### src/rtl/joypad_pkg.sv
// Shared constants for the joypad input conditioner: button order and register offsets.
package joypad_pkg;
  localparam int JOY_WIDTH  = 5;
  localparam int JOY_RIGHT  = 0;
  localparam int JOY_LEFT   = 1;
  localparam int JOY_UP     = 2;
  localparam int JOY_DOWN   = 3;
  localparam int JOY_ACTION = 4;

  localparam logic JOY_REG_LEVEL = 1'b0;
  localparam logic JOY_REG_EVENT = 1'b1;
endpackage

### src/rtl/debounce_cell.sv
// One-bit debouncer: 2-FF synchronizer, hold counter and accepted level, plus a
// combinational rise flag that is high in the cycle before level goes 0->1.
module debounce_cell #(
  parameter int DEBOUNCE_CYCLES = 250000
) (
  input  logic clk,
  input  logic rst_n,
  input  logic pin_i,
  output logic level_o,
  output logic rise_o
);
  localparam int              CW       = $clog2(DEBOUNCE_CYCLES);
  localparam logic [CW-1:0]   CNT_LAST = CW'(DEBOUNCE_CYCLES - 1);

  logic          sync1_q, sync2_q;
  logic          level_q, level_d;
  logic [CW-1:0] cnt_q, cnt_d;

  always_comb begin
    level_d = level_q;
    cnt_d   = cnt_q;
    // Any sample that agrees with the accepted level restarts the hold window.
    if (sync2_q == level_q) begin
      cnt_d = '0;
    end else if (cnt_q == CNT_LAST) begin
      level_d = sync2_q;
      cnt_d   = '0;
    end else begin
      cnt_d = cnt_q + CW'(1);
    end
  end

  always_ff @(posedge clk or negedge rst_n) begin
    if (!rst_n) begin
      sync1_q <= 1'b0;
      sync2_q <= 1'b0;
      level_q <= 1'b0;
      cnt_q   <= '0;
    end else begin
      sync1_q <= pin_i;
      sync2_q <= sync1_q;
      level_q <= level_d;
      cnt_q   <= cnt_d;
    end
  end

  assign level_o = level_q;
  assign rise_o  = level_d & ~level_q;
endmodule

### src/rtl/joypad_debouncer.sv
// Joypad conditioner: five debounce cells, sticky W1C press-event latches,
// level/event read mux and a registered interrupt.
module joypad_debouncer
  import joypad_pkg::*;
#(
  parameter int DEBOUNCE_CYCLES = 250000,
  parameter int ACTIVE_LOW      = 0
) (
  input  logic                 clk,
  input  logic                 rst_n,
  input  logic [JOY_WIDTH-1:0] joypad_raw,
  input  logic                 addr,
  input  logic [JOY_WIDTH-1:0] wdata,
  input  logic                 wenable,
  output logic [31:0]          rdata,
  output logic                 irq
);
  logic [JOY_WIDTH-1:0] pin, level, rise, clr;
  logic [JOY_WIDTH-1:0] evt_q, evt_d;
  logic                 irq_q, irq_d;

  // Polarity is normalised before the synchronizer so "1" always means pressed.
  assign pin = joypad_raw ^ {JOY_WIDTH{ACTIVE_LOW != 0}};

  for (genvar i = 0; i < JOY_WIDTH; i++) begin : g_cell
    debounce_cell #(.DEBOUNCE_CYCLES(DEBOUNCE_CYCLES)) u_cell (
      .clk     (clk),
      .rst_n   (rst_n),
      .pin_i   (pin[i]),
      .level_o (level[i]),
      .rise_o  (rise[i])
    );
  end

  always_comb begin
    clr   = (wenable && addr == JOY_REG_EVENT) ? wdata : '0;
    // A press landing on the same edge as its clear must not be lost.
    evt_d = (evt_q & ~clr) | rise;
    irq_d = |evt_d;
  end

  always_ff @(posedge clk or negedge rst_n) begin
    if (!rst_n) begin
      evt_q <= '0;
      irq_q <= 1'b0;
    end else begin
      evt_q <= evt_d;
      irq_q <= irq_d;
    end
  end

  assign rdata = (addr == JOY_REG_EVENT) ? {{(32-JOY_WIDTH){1'b0}}, evt_q}
                                         : {{(32-JOY_WIDTH){1'b0}}, level};
  assign irq   = irq_q;
endmodule

### config.mk
export PLATFORM = sky130hd
export DESIGN_NAME = joypad_debouncer
export DESIGN_NICKNAME = d
export VERILOG_FILES = /design/src/rtl/joypad_pkg.sv /design/src/rtl/debounce_cell.sv /design/src/rtl/joypad_debouncer.sv
export SDC_FILE = /design/constraint.sdc
export NUM_CORES = 1
export LEC_CHECK = 0
export ABC_CLOCK_PERIOD_IN_PS = 4200
export BUFFER_PORTS_ARGS = -buffer_cell sky130_fd_sc_hd__buf_2
export CORE_MARGIN = 4
export CORE_UTILIZATION = 30
export DETAILED_ROUTE_END_ITERATION = 16
export PLACE_DENSITY = 0.46
export SLEW_MARGIN = 0
export SYNTH_ARGS = -nofsm -noshare
export SYNTH_HDL_FRONTEND = slang
export SYNTH_HIERARCHICAL = 1
export SYNTH_SLANG_ARGS = --single-unit
export TNS_END_PERCENT = 100
### constraint.sdc
create_clock -name clk -period 4.2 [get_ports clk]
set_clock_uncertainty 0.1 [all_clocks]
set_input_delay 0.42 -clock clk [delete_from_list [all_inputs] [get_ports clk]]
set_output_delay 0.42 -clock clk [all_outputs]
set_load 0.005 [all_outputs]
==> flow_metrics.env <==
export IMPL_synth_most_common_cell="dfrtp_1"
export IMPL_synth_common_cells="dfrtp_1 (111), nor2_1 (90), xnor2_1 (50)"
export IMPL_critPathBufInv=0
export IMPL_cap_violations=0
export IMPL_antenna_cells=0
export IMPL_setup_tns_ns=0
export IMPL_critPathKind="reg -> reg"
export IMPL_rsz0062_at_grt="false"
export IMPL_via_per_inst=4.82
export IMPL_syn_area_um2=5710
export IMPL_cts_setup_buffers=0
export IMPL_r2r_slack_ns=1.73
export IMPL_synth_flop_cell="dfrtp_1"
export IMPL_p_leak_nw=2.65
export IMPL_r2r_end="irq$_DFF_PN0_"
export IMPL_status="finished, final reports clean"
export IMPL_gr_total_overflow=0
export IMPL_numPlacedInstances=796
export IMPL_dp_hpwl_mm=7.67
export IMPL_max_slew_worst_pin_slew_ns=1.03
export IMPL_grt_total_usage=0.106
export IMPL_cp_required_ns=4.33
export IMPL_wl_per_cell_um=13.5
export IMPL_clkTransAtPathRegs_ns=0.07
export IMPL_die_area_um2=21300
export IMPL_crit_chain="ha_1 > nand4_1 > nor4_1 > and3b_1 > or2_1 > a221oi_1 > or4b_1"
export IMPL_multi_input_area_um2=2700
export IMPL_synth_edf_count=0
export IMPL_r2r_cells=7
export IMPL_fmax_ghz=0.404
export IMPL_dpl_worst_slack_ns=1.71
export IMPL_yosysUniqueCellTypes=35
export IMPL_yosys_warnings=6
export IMPL_cp_data_arrival_time_ns=2.60
export IMPL_initial_core_util=0.305
export IMPL_worst_path_max_delay_cell="or4b_1"
export IMPL_grt_pass1_wl_mm=18.8
export IMPL_antenna_found_initial=1
export IMPL_avgSynthCellArea_um2=10.3
export IMPL_gp_congestion=0.755
export IMPL_hold_viol=0
export IMPL_synth_seq_area_share=0.487
export IMPL_setup_viol=0
export IMPL_cts_tree="yes"
export IMPL_drc=0
export IMPL_postCtsResizedCells=0
export IMPL_peakVddDrop_v=0.000192
export IMPL_clk_latency_ns=0.35
export IMPL_antenna_left=0
export IMPL_netlist_instances=553
export IMPL_clock_path_buffers=2
export IMPL_rows=50
export IMPL_hp_class="in -> async"
export IMPL_core_area_um2=18700
export IMPL_cts_sinks=111
export IMPL_whs_ns=0.00977
export IMPL_period_needed_ns=2.47
export IMPL_cp_end_kind="flip-flop"
export IMPL_period_share=0.589
export IMPL_ys_async_sr_fraction=1.00
export IMPL_power_density_nw_per_um2=339
export IMPL_synthTopCellsByArea="dfrtp_1 (49%), xnor2_1 (7.7%), nor2_1 (5.9%)"
export IMPL_reg2reg_from="g_cell[1].u_cell/cnt_q[0]$_DFF_PN0_"
export IMPL_drive_gt1_frac=0.133
export IMPL_finalNonFillerCells=812
export IMPL_crit_fanout=7
export IMPL_grt_pass1_vias=3743
export IMPL_synth_top_area_cell="dfrtp_1"
export IMPL_power_total_mw=2.12
export IMPL_yosysTopAreaCellShare=0.487
export IMPL_max_stage_delay_ns=0.45
export IMPL_drt_first_iter_violations=133
export IMPL_cp_start_kind="flip-flop"
export IMPL_grt_max_degree=55
export IMPL_seq_area_um2=2780
export IMPL_fin_nets=592
export IMPL_area_growth_pct=9.51
export IMPL_slew_headroom=0.312
export IMPL_crit_family="simple AND/OR/NAND/NOR gates"
export IMPL_die_h_um=146
export IMPL_cts_root_buf="clkbuf_16"
export IMPL_io_pins=47
export IMPL_yosys_register_bits=111
export IMPL_worst_slack_ns=1.73
export IMPL_num_fill_cells=1882
export IMPL_vias=3913
export IMPL_io_buffer_count=19
export IMPL_wirelength_mm=11.0
export IMPL_cts_buffers=9
export IMPL_slew_violations=0
export IMPL_fp_dieW_um=146
export IMPL_drtPass1Iterations=4
export IMPL_cts_hold_buf=0
export IMPL_htree_levels=3
-- through the flow --
step                      utilization  cell area [um^2]
after CTS                       0.334              6250
final                           0.334              6250
after detailed placement        0.317              5920
after global routing            0.334              6250
after floorplan                     -              5810
after global placement          0.317              5920
-- routing by layer --
layer | vias to the layer above | global-route usage | part of all wire
met5 | - | 0 | 0.0012
met4 | 2 | 0.0342 | 0.014
met3 | 12 | 0.0305 | 0.041
met2 | 61 | 0.161 | 0.44
met1 | 1899 | 0.147 | 0.50
li1 | 1939 | - | -
-- state kept, by name, indices dropped and copies added (netlist names) --
register / flops
g_cell.u_cell/sync1_q: 5
g_cell.u_cell/level_o: 5
irq: 1
g_cell.u_cell/sync2_q: 5
evt_q: 5
g_cell.u_cell/cnt_q: 90
-- worst max path at each step --
stage | slack, ns | cells past startpoint | to | start
CTS | 1.71 | 4 | g_cell[3].u_cell/cnt_q[11]$_DFF_PN0_ | g_cell[3].u_cell/cnt_q[0]$_DFF_PN0_
floorplan | 1.91 | 7 | irq$_DFF_PN0_ | g_cell[1].u_cell/cnt_q[0]$_DFF_PN0_
global route | 1.49 | 4 | g_cell[3].u_cell/cnt_q[5]$_DFF_PN0_ | g_cell[3].u_cell/cnt_q[0]$_DFF_PN0_
global placement | 1.76 | 4 | g_cell[4].u_cell/cnt_q[16]$_DFF_PN0_ | g_cell[4].u_cell/cnt_q[0]$_DFF_PN0_
finish | 1.73 | 7 | irq$_DFF_PN0_ | g_cell[1].u_cell/cnt_q[0]$_DFF_PN0_
detailed placement | 1.71 | 4 | g_cell[3].u_cell/cnt_q[5]$_DFF_PN0_ | g_cell[3].u_cell/cnt_q[0]$_DFF_PN0_
-- power breakdown --
part / internal (mW) / switching (mW) / leakage (nW)
combinational: 0.0232 / 0.0576 / 0.978
clock: 0.545 / 0.391 / 0.161
sequential: 1.08 / 0.0175 / 1.52
total: 1.65 / 0.466 / 2.65
-- cells by family (layout without fill, tap and decap cells) --
kind of cell / count (synthesis) / in the layout / synth area share
AND/OR/NAND/NOR: 273 / 273 / 0.258
flip-flops: 111 / 111 / 0.487
XOR/XNOR: 75 / 75 / 0.115
buffers and inverters: 48 / 47 / 0.0572
AO/OA/AOI/OAI: 30 / 30 / 0.0517
multiplexers: 10 / 10 / 0.0197
adder cells (fa/ha/maj): 5 / 5 / 0.0110
other: 1 / 27 / 0.000657
-- cells in the final DEF (no fill, tap or decap), drive strengths merged, types with 10 or more instances in the layout --
cell | netlist | routed
xnor2 | 50 | 50
xor2 | 25 | 25
nor2 | 90 | 90
o21ai | 10 | 10
nand2 | 30 | 30
mux2 | 10 | 10
clkbuf | 5 | 11
nor3 | 10 | 10
a21oi | 10 | 10
inv | 10 | 12
or4 | 10 | 10
nand3 | 39 | 39
conb | 1 | 27
dfrtp | 111 | 111
nor4 | 35 | 35
buf | 33 | 21
nand4 | 30 | 30
-- area by class of cell --
type	instances	share of cell area
tap	234	0.0468
timing repair buffer	21	0.0180
multi-input combinational	420	0.432
clock inverter	5	0.0138
inverter	10	0.00600
clock buffer	11	0.0388
sequential	111	0.444
Power figures use the tool's default switching activity.
